$ cat src/rtl/mem_write_ctrl.sv
// Serial-to-parallel write front end for the byte memory: frame = address bits, then bytes MSB-first.
// Define MEM_WRITE_CTRL_PARITY_EN to require an even-parity bit after each data byte.
module mem_write_ctrl #(
  parameter int DATA_W = 8,
  parameter int ADDR_W = 2
) (
  input  logic              clock,
  input  logic              reset,
  input  logic              start,
  input  logic              frame_end,
  input  logic              bit_valid,
  input  logic              bit_in,
  output logic              wr,
  output logic [ADDR_W-1:0] addr_out,
  output logic [DATA_W-1:0] d_out,
  output logic              busy,
  output logic [7:0]        wr_count,
  output logic              err
);

  localparam logic [1:0] S_IDLE = 2'd0;
  localparam logic [1:0] S_ADDR = 2'd1;
  localparam logic [1:0] S_DATA = 2'd2;

`ifdef MEM_WRITE_CTRL_PARITY_EN
  localparam int LAST_BIT = DATA_W;
`else
  localparam int LAST_BIT = DATA_W - 1;
`endif
  localparam int CNT_W = $clog2(DATA_W + 1);

  logic [1:0]        state, state_nxt;
  logic [CNT_W-1:0]  bit_cnt;
  logic [DATA_W-1:0] sh, sh_nxt, wr_data;
  logic [ADDR_W-1:0] addr_reg;
  logic              addr_done, data_last, par_ok, do_write;

  assign sh_nxt    = {sh[DATA_W-2:0], bit_in};
  assign addr_done = (state == S_ADDR) && bit_valid && (bit_cnt == CNT_W'(ADDR_W - 1));
  assign data_last = (state == S_DATA) && bit_valid && (bit_cnt == CNT_W'(LAST_BIT));

`ifdef MEM_WRITE_CTRL_PARITY_EN
  // Byte is already fully shifted in; bit_in is the parity bit.
  assign wr_data = sh;
  assign par_ok  = ~(^sh ^ bit_in);
`else
  assign wr_data = sh_nxt;
  assign par_ok  = 1'b1;
`endif

  // start outranks everything, so a restart never also writes.
  assign do_write = !start && data_last && par_ok;

  always_comb begin
    state_nxt = state;
    if (start) state_nxt = S_ADDR;
    else begin
      case (state)
        S_IDLE: state_nxt = S_IDLE;
        S_ADDR: if (frame_end) state_nxt = S_IDLE;
                else if (addr_done) state_nxt = S_DATA;
        S_DATA: if (frame_end) state_nxt = S_IDLE;
        default: state_nxt = S_IDLE;
      endcase
    end
  end

  always_ff @(posedge clock) begin
    if (reset) begin
      state    <= S_IDLE;
      busy     <= 1'b0;
      wr       <= 1'b0;
      addr_out <= '0;
      d_out    <= '0;
      wr_count <= '0;
      bit_cnt  <= '0;
      sh       <= '0;
      addr_reg <= '0;
    end else begin
      state <= state_nxt;
      busy  <= (state_nxt != S_IDLE);
      wr    <= do_write;
      if (start) begin
        bit_cnt  <= '0;
        sh       <= '0;
        wr_count <= '0;
      end else if (bit_valid && state != S_IDLE) begin
        sh      <= sh_nxt;
        bit_cnt <= (addr_done || data_last) ? '0 : bit_cnt + 1'b1;
      end
      if (addr_done && !start) addr_reg <= sh_nxt[ADDR_W-1:0];
      if (do_write) begin
        addr_out <= addr_reg;
        d_out    <= wr_data;
        addr_reg <= addr_reg + 1'b1;
        if (wr_count != 8'hFF) wr_count <= wr_count + 1'b1;
      end
    end
  end

`ifdef MEM_WRITE_CTRL_PARITY_EN
  always_ff @(posedge clock) begin
    if (reset || start)                   err <= 1'b0;
    else if (data_last && !par_ok)        err <= 1'b1;
  end
`else
  assign err = 1'b0;
`endif

endmodule

$ cat config.mk
export PLATFORM = sky130hd
export DESIGN_NAME = mem_write_ctrl
export DESIGN_NICKNAME = d
export VERILOG_FILES = /design/src/rtl/mem_write_ctrl.sv
export SDC_FILE = /design/constraint.sdc
export NUM_CORES = 1
export LEC_CHECK = 0
export ABC_CLOCK_PERIOD_IN_PS = 4900
export BUFFER_PORTS_ARGS = -buffer_cell sky130_fd_sc_hd__buf_2
export CAP_MARGIN = 25
export CELL_PAD_IN_SITES_DETAIL_PLACEMENT = 0
export CELL_PAD_IN_SITES_GLOBAL_PLACEMENT = 1
export CORE_MARGIN = 2
export CORE_UTILIZATION = 30
export CTS_BUF_LIST = sky130_fd_sc_hd__clkbuf_8
export DETAILED_ROUTE_END_ITERATION = 10
export HOLD_SLACK_MARGIN = 0.15
export PLACE_DENSITY = 0.61
export REMOVE_ABC_BUFFERS = 1
export SLEW_MARGIN = 20
export SYNTH_ARGS = -nofsm -noshare
export SYNTH_HDL_FRONTEND = slang
export SYNTH_SLANG_ARGS = --single-unit
$ cat constraint.sdc
create_clock -name clock -period 4.9 [get_ports clock]
set_clock_uncertainty 0.15 [all_clocks]
set_input_delay 0.49 -clock clock [delete_from_list [all_inputs] [get_ports clock]]
set_output_delay 0.49 -clock clock [all_outputs]
set_load 0.01 [all_outputs]
==> results of run 1 <==
==> layer usage <==
layer	GRT usage [%]	vias up	wire length, µm
li1	-	675	-
met1	18.12	626	1755
met2	23.00	29	1677
met3	3.704	7	162
met4	5.263	0	67
met5	0	-	0
==> final cells by class <==
cell class	instances	area, µm²	area share (%)
clock buffers	5	68.82	3.862
inverters	7	26.28	1.475
flip-flops and latches	35	700.7	39.33
clock inverters	1	3.754	0.2107
repair buffers	25	125.1	7.022
well taps	67	83.83	4.705
multi-input cells	131	773.2	43.40
==> synth_stat cells, types with 2 or more instances <==
| library cell | instances | area share (%) |
|---|---|---|
| nand2b_1 | 2 | 0.82 |
| nor3_1 | 2 | 0.65 |
| nor3b_1 | 2 | 0.98 |
| o211ai_1 | 2 | 0.98 |
| inv_1 | 7 | 1.7 |
| nor2_1 | 12 | 2.9 |
| nand4_1 | 3 | 1.2 |
| nand3_1 | 5 | 1.6 |
| a21oi_1 | 19 | 6.2 |
| a31oi_1 | 3 | 1.2 |
| or3_1 | 2 | 0.82 |
| xor2_1 | 3 | 1.7 |
| nor2b_1 | 2 | 0.82 |
| o2111ai_1 | 2 | 1.1 |
| nand2_1 | 29 | 7.1 |
| o21ai_0 | 14 | 4.6 |
| ha_1 | 6 | 4.9 |
| a211oi_1 | 2 | 0.98 |
| clkbuf_1 | 6 | 1.5 |
| xnor2_1 | 2 | 1.1 |
| dfxtp_1 | 35 | 46 |
| o211a_1 | 2 | 1.3 |
==> per-stage QoR <==
step	util [%]	hold slack, ns	area [µm²]	power (mW)	cells
after CTS	36.99	0.3200	1782	0.4975	271
final	36.99	0.3160	1782	0.4908	271
after floorplan	-	0.2760	1500	0.3022	173
after global routing	36.99	0.3294	1782	0.5155	271
after detailed placement	35.48	0.3113	1709	0.3113	265
after global placement	35.48	0.3061	1709	0.3107	265
==> logic make-up (layout without fill, tap and decap cells) <==
group                    count (synthesis)  count (layout)  share of synthesized area [%]
adder cells (fa/ha/maj)                  6               6                          4.906
other                                    1               1                         0.2451
buffers and inverters                   14              38                          3.680
AO/OA/AOI/OAI                           48              48                          18.64
AND/OR/NAND/NOR                         70              70                          23.22
flip-flops                              35              35                          45.79
XOR/XNOR                                 5               5                          2.862
multiplexers                             1               1                         0.6542
==> worst max-delay path by stage <==
stage | startpoint | to | slack, ns | depth (start not counted)
finish | state[0]$_SDFF_PP0_ | wr_count[5]$_SDFF_PP0_ | 2.76 | 6
global route | state[0]$_SDFF_PP0_ | wr_count[5]$_SDFF_PP0_ | 2.54 | 6
CTS | state[0]$_SDFF_PP0_ | wr_count[5]$_SDFF_PP0_ | 2.74 | 6
detailed placement | state[0]$_SDFF_PP0_ | wr_count[5]$_SDFF_PP0_ | 2.75 | 6
global placement | bit_valid | wr_count[5]$_SDFF_PP0_ | 2.84 | 5
floorplan | state[0]$_SDFF_PP0_ | wr_count[5]$_SDFF_PP0_ | 3.04 | 6
==> power breakdown <==
part | switching, mW | leakage, nW | internal, mW
Clock | 0.0935 | 0.0413 | 0.0925
Combinational | 0.0128 | 0.381 | 0.00504
Sequential | 0.00103 | 0.282 | 0.286
==> critical path, stage by stage, from the launching register on <==
cell,delay (ns)
dfxtp_1,0.32
inv_1,0.08
ha_1,0.23
nand4b_2,0.35
nor2_4,0.33
or4b_1,0.46
a21oi_1,0.15
==> flow_summary.json, run 1 <==
{
  "grt_max_degree": 16,
  "antenna_left": 0,
  "max_freq_mhz": 467.1,
  "status": "completed",
  "r2r-end": "wr_count[5]$_SDFF_PP0_",
  "initial_core_util_pct": 31.77,
  "wl_per_cell_um": 13.51,
  "reg_top3": "d_out: 8 flops, wr_count: 8 flops, sh: 7 flops",
  "synth_seq_area_share_pct": 45.79,
  "drive_above_1_share_pct": 16.18,
  "min-delay-path-class": "reg -> reg",
  "slew_violations": 0,
  "cts_buffer_depth": 2,
  "antenna_found_initial": 0,
  "nNetsFinal": 217,
  "grt_pass1_vias": 1305,
  "max_slew_margin_pct": 44.82,
  "dp_slack_ns": 2.746,
  "vias_per_cell": 4.934,
  "die_x_um": 75.42,
  "min_period_over_period_pct": 43.70,
  "dr.pass1.iters": 4,
  "synth-warning-count": 0,
  "synth-seq-cells": 35,
  "ys_types": 40,
  "period_needed_ns": 2.141,
  "cts_sinks": 35,
  "worstHoldStart": "sh[6]$_SDFFE_PP0P_",
  "r2r_slack_ns": 2.76,
  "worst_slack_ns": 2.759,
  "cap_violations": 0,
  "finalWirelength_mm": 3.662,
  "drtIter0Drc": 79,
  "diodes": 0,
  "clockRootBuffer": "clkbuf_8",
  "num_io_pins": 27,
  "numCtsBuffers": 5,
  "rows": 25,
  "min_path_cells": 2,
  "areaGrowthSynthToFinish_pct": 16.44,
  "postCtsSetupRepairBufs": 0,
  "worst_pin_slew_ns": 0.8260,
  "synth_area_um2": 1530,
  "grt_overflow": 0,
  "nFillCells": 530,
  "tns_ns": 0,
  "synthFlopType": "dfxtp_1",
  "critical_path_required_ns": 4.96,
  "vias": 1337,
  "portBuffers": 25,
  "peakVddDrop_mv": 0.1377,
  "dp_hpwl_mm": 2.730,
  "grt_pass1_wl_mm": 6.141,
  "cts_resized": 0,
  "die_area_um2": 5688,
  "async_flop_share_pct": 0,
  "clk_latency_ns": 0.28,
  "core_um2": 4817,
  "cts_tree": "done",
  "grt_use_total_pct": 14.16,
  "cp-start-kind": "register",
  "syn_inst": 180,
  "cts_htree_levels": 2,
  "drc": 0,
  "p_per_area_nw_per_um2": 275.5,
  "reg2reg_depth": 6,
  "worstPathMaxFanout": 13,
  "setup_viol": 0,
  "synth-edff-count": 0,
  "path_clk_slew_ns": 0.07,
  "final_common_cell": "dfxtp_1",
  "crit_path_end_kind": "register",
  "worstReg2RegStart": "state[0]$_SDFF_PP0_",
  "hold_buffers": 0,
  "final_cell_mix": "dfxtp_1 (35), nand2_1 (29), buf_2 (25), a21oi_1 (19), o21ai_0 (14)",
  "place_congestion": 0.8139,
  "die_h_um": 75.42,
  "avgSynthCellArea_um2": 8.501,
  "path_class": "reg -> reg",
  "holdPathEnd": "d_out[7]$_SDFFE_PP0P_",
  "power_leakage_nw": 0.7047,
  "hold_viol": 0,
  "rsz0062_at_grt": "no",
  "cp.arrival_ns": 2.20
}
Note: power is estimated with default switching activity, not from simulation.
==> inputs of run 2 (changes only) <==
--- a/config.mk
+++ b/config.mk
@@ -5,7 +5,7 @@
 export SDC_FILE = /design/constraint.sdc
 export NUM_CORES = 1
 export LEC_CHECK = 0
-export ABC_CLOCK_PERIOD_IN_PS = 4900
+export ABC_CLOCK_PERIOD_IN_PS = 2100
 export BUFFER_PORTS_ARGS = -buffer_cell sky130_fd_sc_hd__buf_2
 export CAP_MARGIN = 25
 export CELL_PAD_IN_SITES_DETAIL_PLACEMENT = 0
==> constraint.sdc (replaced) <==
create_clock -name clock -period 2.1 [get_ports clock]
set_clock_uncertainty 0.15 [all_clocks]
set_input_delay 0.21 -clock clock [delete_from_list [all_inputs] [get_ports clock]]
set_output_delay 0.21 -clock clock [all_outputs]
set_load 0.01 [all_outputs]
==> flow_summary.json, run 2 (synthesized netlist as in run 1, its figures left out) <==
{
  "status": "completed",
  "wl_per_cell_um": 12.64,
  "portBuffers": 25,
  "period_needed_ns": 1.988,
  "clockRootBuffer": "clkbuf_8",
  "nNetsFinal": 227,
  "nFillCells": 508,
  "dp.cells": 271,
  "min-delay-path-class": "in -> reg",
  "cp.arrival_ns": 2.01,
  "worstPathMaxFanout": 5,
  "postCtsSetupRepairBufs": 0,
  "core_um2": 4817,
  "dr.pass1.iters": 4,
  "dp_hpwl_mm": 2.664,
  "power_leakage_nw": 0.7646,
  "worst_pin_slew_ns": 0.5222,
  "rows": 25,
  "place_congestion": 0.7919,
  "critical_path_required_ns": 2.12,
  "diodes": 0,
  "max_freq_mhz": 503.0,
  "vias": 1377,
  "grt_pass1_wl_mm": 5.782,
  "wl_met3_um": 169,
  "clk_latency_ns": 0.28,
  "die_h_um": 75.42,
  "wl_met1_mm": 1.755,
  "wl_met2_mm": 1.630,
  "vias_per_cell": 4.866,
  "die_area_um2": 5688,
  "cp-start-kind": "register",
  "peakVddDrop_mv": 0.2206,
  "hold_viol": 0,
  "tns_ns": 0,
  "numCtsBuffers": 5,
  "final_cell_mix": "dfxtp_1 (35), nand2_1 (29), buf_2 (25), a21oi_1 (19), o21ai_0 (14)",
  "finalWirelength_mm": 3.577,
  "path_class": "reg -> reg",
  "grt_overflow": 0,
  "crit_path_end_kind": "register",
  "grt_max_degree": 16,
  "drc": 0,
  "cts_sinks": 35,
  "final_common_cell": "dfxtp_1",
  "die_x_um": 75.42,
  "setup_viol": 0,
  "power_mw": 1.242,
  "drtIter0Drc": 54,
  "max_slew_margin_pct": 65.10,
  "cap_violations": 0,
  "cts_htree_levels": 2,
  "initial_core_util_pct": 31.77,
  "cts_resized": 0,
  "min_period_over_period_pct": 94.68,
  "path_clk_slew_ns": 0.07,
  "cts_buffer_depth": 2,
  "cts_tree": "done",
  "reg_top3": "d_out: 8 flops, wr_count: 8 flops, sh: 7 flops",
  "grt_use_total_pct": 13.56,
  "slew_violations": 0,
  "areaGrowthSynthToFinish_pct": 23.79,
  "rsz0062_at_grt": "no",
  "grt_pass1_vias": 1249,
  "p_per_area_nw_per_um2": 655.4,
  "route.top_layer_used": "met4",
  "antenna_found_initial": 0,
  "antenna_left": 0,
  "drive_above_1_share_pct": 18.98,
  "r2r_slack_ns": 0.11,
  "finalNonFillerCells": 283,
  "num_io_pins": 27
}
[run 2: repair_timing]
item                                    CTS  global route
endpoints found under the setup margin    0             0
hold buffers                              4             0
endpoints found under the hold margin    15             0
[run 2: worst paths after layout]
| kind | endpoint | start | depth (start not counted) |
|---|---|---|---|
| setup / recovery | wr_count[7]$_SDFF_PP0_ | state[0]$_SDFF_PP0_ | 6 |
| hold / removal | sh[0]$_SDFFE_PP0P_ | bit_valid | 4 |
| setup reg to reg | wr_count[7]$_SDFF_PP0_ | state[0]$_SDFF_PP0_ | 6 |
| hold reg to reg | sh[6]$_SDFFE_PP0P_ | sh[6]$_SDFFE_PP0P_ | 2 |
[run 2: power breakdown]
group	switching [mW]	total (mW)	internal, mW
clock network	0.228	0.523	0.294
logic	0.0313	0.0497	0.0185
registers	0.00225	0.669	0.667
[run 2: layout make-up]
class	count	area [µm²]	share of cell area [%]
tap	67	83.83	4.425
multi-input combinational	131	773.2	40.82
sequential	35	700.7	36.99
clock inverter	1	3.754	0.1982
timing repair buffer	35	210.2	11.10
clock buffer	7	96.34	5.086
inverter	7	26.28	1.387
[run 2: metrics by stage]
stage | util, % | worst slack (ns) | hold slack (ns) | instance area, µm²
after floorplan | - | 0.2365 | 0.1291 | 1500
after global placement | 36.42 | 0.1807 | 0.3003 | 1754
after detailed placement | 36.42 | 0.1289 | 0.3085 | 1754
after CTS | 39.32 | 0.1172 | 0.2649 | 1894
after global routing | 39.32 | 0.01700 | 0.2800 | 1894
final | 39.32 | 0.1118 | 0.2688 | 1894
[run 2: worst max-delay path, cell delays in order (launching register included)]
cell	delay, ns
dfxtp_1	0.32
inv_1	0.08
ha_1	0.24
and4b_1	0.30
nand2_2	0.11
or4_1	0.54
o211a_1	0.14
[run 2: routing by layer]
metal / vias up / global-route usage (%)
met5: - / 0
met4: 0 / 5.263
met3: 2 / 4.365
met2: 29 / 21.84
met1: 645 / 16.88
li1: 701 / -
==> inputs of run 3 (changes only) <==
--- a/config.mk
+++ b/config.mk
@@ -10,6 +10,7 @@
 export CAP_MARGIN = 25
 export CELL_PAD_IN_SITES_DETAIL_PLACEMENT = 0
 export CELL_PAD_IN_SITES_GLOBAL_PLACEMENT = 1
+export CORE_ASPECT_RATIO = 1.1
 export CORE_MARGIN = 2
 export CORE_UTILIZATION = 30
 export CTS_BUF_LIST = sky130_fd_sc_hd__clkbuf_8
==> flow_summary.json, run 3 (synthesized netlist as in run 1, its figures left out) <==
{
  "min-delay-path-class": "reg -> reg",
  "worstPathMaxFanout": 5,
  "grt_pass1_vias": 1248,
  "drc": 0,
  "areaGrowthSynthToFinish_pct": 23.79,
  "holdPathEnd": "sh[6]$_SDFFE_PP0P_",
  "antenna_found_initial": 0,
  "whs_ns": 0.3077,
  "antenna_left": 0,
  "tns_ns": 0,
  "final_common_cell": "dfxtp_1",
  "status": "completed",
  "period_needed_ns": 2.008,
  "power_leakage_nw": 0.7651,
  "wl_per_cell_um": 12.88,
  "initial_core_util_pct": 30.81,
  "path_clk_slew_ns": 0.07,
  "diodes": 0,
  "grt_max_degree": 16,
  "cp-start-kind": "register",
  "p_per_area_nw_per_um2": 704.1,
  "hold_viol": 0,
  "final_cell_mix": "dfxtp_1 (35), nand2_1 (29), buf_2 (25), a21oi_1 (19), o21ai_0 (14)",
  "rows": 27,
  "worst_pin_slew_ns": 0.5444,
  "critical_path_required_ns": 2.12,
  "min_path_cells": 2,
  "reg_top3": "d_out: 8 flops, wr_count: 8 flops, sh: 7 flops",
  "min_period_over_period_pct": 95.63,
  "worstReg2RegStart": "state[0]$_SDFF_PP0_",
  "worstHoldStart": "sh[6]$_SDFFE_PP0P_",
  "clk_latency_ns": 0.28,
  "grt_overflow": 0,
  "cts_htree_levels": 2,
  "max_freq_mhz": 497.9,
  "core_um2": 4966,
  "cts_sinks": 35,
  "cp.arrival_ns": 2.03,
  "r2r-end": "wr_count[7]$_SDFF_PP0_",
  "portBuffers": 25,
  "place_congestion": 0.8051,
  "vias_per_cell": 4.927,
  "r2r_slack_ns": 0.09,
  "clockRootBuffer": "clkbuf_8",
  "cts_tree": "done",
  "die_x_um": 72.10,
  "die_area_um2": 5689,
  "vias": 1345,
  "cts_buffer_depth": 2,
  "crit_path_end_kind": "register",
  "dp_hpwl_mm": 2.644,
  "grt_pass1_wl_mm": 5.816,
  "num_io_pins": 27,
  "dr.pass1.iters": 4,
  "die_h_um": 78.91,
  "max_slew_margin_pct": 63.62,
  "slew_violations": 0,
  "drive_above_1_share_pct": 19.53,
  "nNetsFinal": 226,
  "cap_violations": 0,
  "rsz0062_at_grt": "no",
  "reg2reg_depth": 6,
  "finalWirelength_mm": 3.517,
  "peakVddDrop_mv": 0.2513,
  "setup_viol": 0,
  "drtIter0Drc": 61,
  "numCtsBuffers": 5,
  "path_class": "reg -> reg",
  "grt_use_total_pct": 13.02,
  "postCtsSetupRepairBufs": 0
}
## run 3: cell count changes in the layout (fill, tap and decap cells not counted)
cell,change
and4b_2,+1
clkbuf_8,-1
inv_1,-1
clkinv_2,+1
bufinv_16,+1
buf_4,-1
and4b_1,-1
## run 3: layout make-up
cell class	instances	area, µm²
Timing Repair Buffer	34	202.7
Tap cell	58	72.57
Clock buffer	6	82.58
Multi-Input combinational cell	131	774.5
Clock inverter	2	35.03
Fill cell	514	3072
Inverter	7	26.28
Sequential cell	35	700.7
## run 3: critical path: stages (launching register included)
cell and delay [ns]:
dfxtp_1 0.33, inv_1 0.09, ha_1 0.24, and4b_2 0.31, nand2_2 0.11, or4_1 0.54
o211a_1 0.14
## run 3: worst max path at each step
stage                             endpoint  slack [ns]  depth (start not counted)           startpoint
detailed placement  wr_count[7]$_SDFF_PP0_        0.09                          6  state[0]$_SDFF_PP0_
finish              wr_count[7]$_SDFF_PP0_        0.09                          6  state[0]$_SDFF_PP0_
floorplan           wr_count[5]$_SDFF_PP0_        0.24                          6  state[0]$_SDFF_PP0_
CTS                 wr_count[7]$_SDFF_PP0_        0.08                          6  state[0]$_SDFF_PP0_
global route        wr_count[7]$_SDFF_PP0_       0.004                          6  state[0]$_SDFF_PP0_
global placement    wr_count[7]$_SDFF_PP0_        0.19                          6  state[0]$_SDFF_PP0_
## run 3: metal layers
| layer | global-route usage [%] | up-vias | part of all wire (%) |
|---|---|---|---|
| met5 | 0 | - | 0 |
| met4 | 6.226 | 0 | 1.2 |
| met3 | 2.665 | 4 | 3.7 |
| met2 | 20.37 | 22 | 46 |
| met1 | 16.99 | 620 | 49 |
| li1 | - | 699 | - |
## run 3: timing repair
item | CTS | global route
endpoints found under the hold margin | 12 | 0
setup endpoints to repair | 0 | 2
resized for setup | 0 | 1
hold buffers | 4 | 0
## run 3: report_power, final
| group | internal (mW) | leakage (nW) | switching, mW |
|---|---|---|---|
| Clock | 0.384 | 0.0612 | 0.232 |
| Sequential | 0.667 | 0.282 | 0.00247 |
| Combinational | 0.0176 | 0.422 | 0.0309 |
## run 3: stage by stage
| stage | cells | utilization (%) | setup slack, ns | cell area [µm²] | power [mW] |
|---|---|---|---|---|---|
| after global placement | 261 | 34.95 | 0.1880 | 1735 | 0.7267 |
| after detailed placement | 261 | 34.95 | 0.09219 | 1735 | 0.7277 |
| final | 273 | 38.15 | 0.09168 | 1894 | 1.334 |
| after CTS | 273 | 38.12 | 0.07636 | 1893 | 1.353 |
| after global routing | 273 | 38.15 | 0.004209 | 1894 | 1.387 |
| after floorplan | 173 | - | 0.2365 | 1500 | 0.7052 |
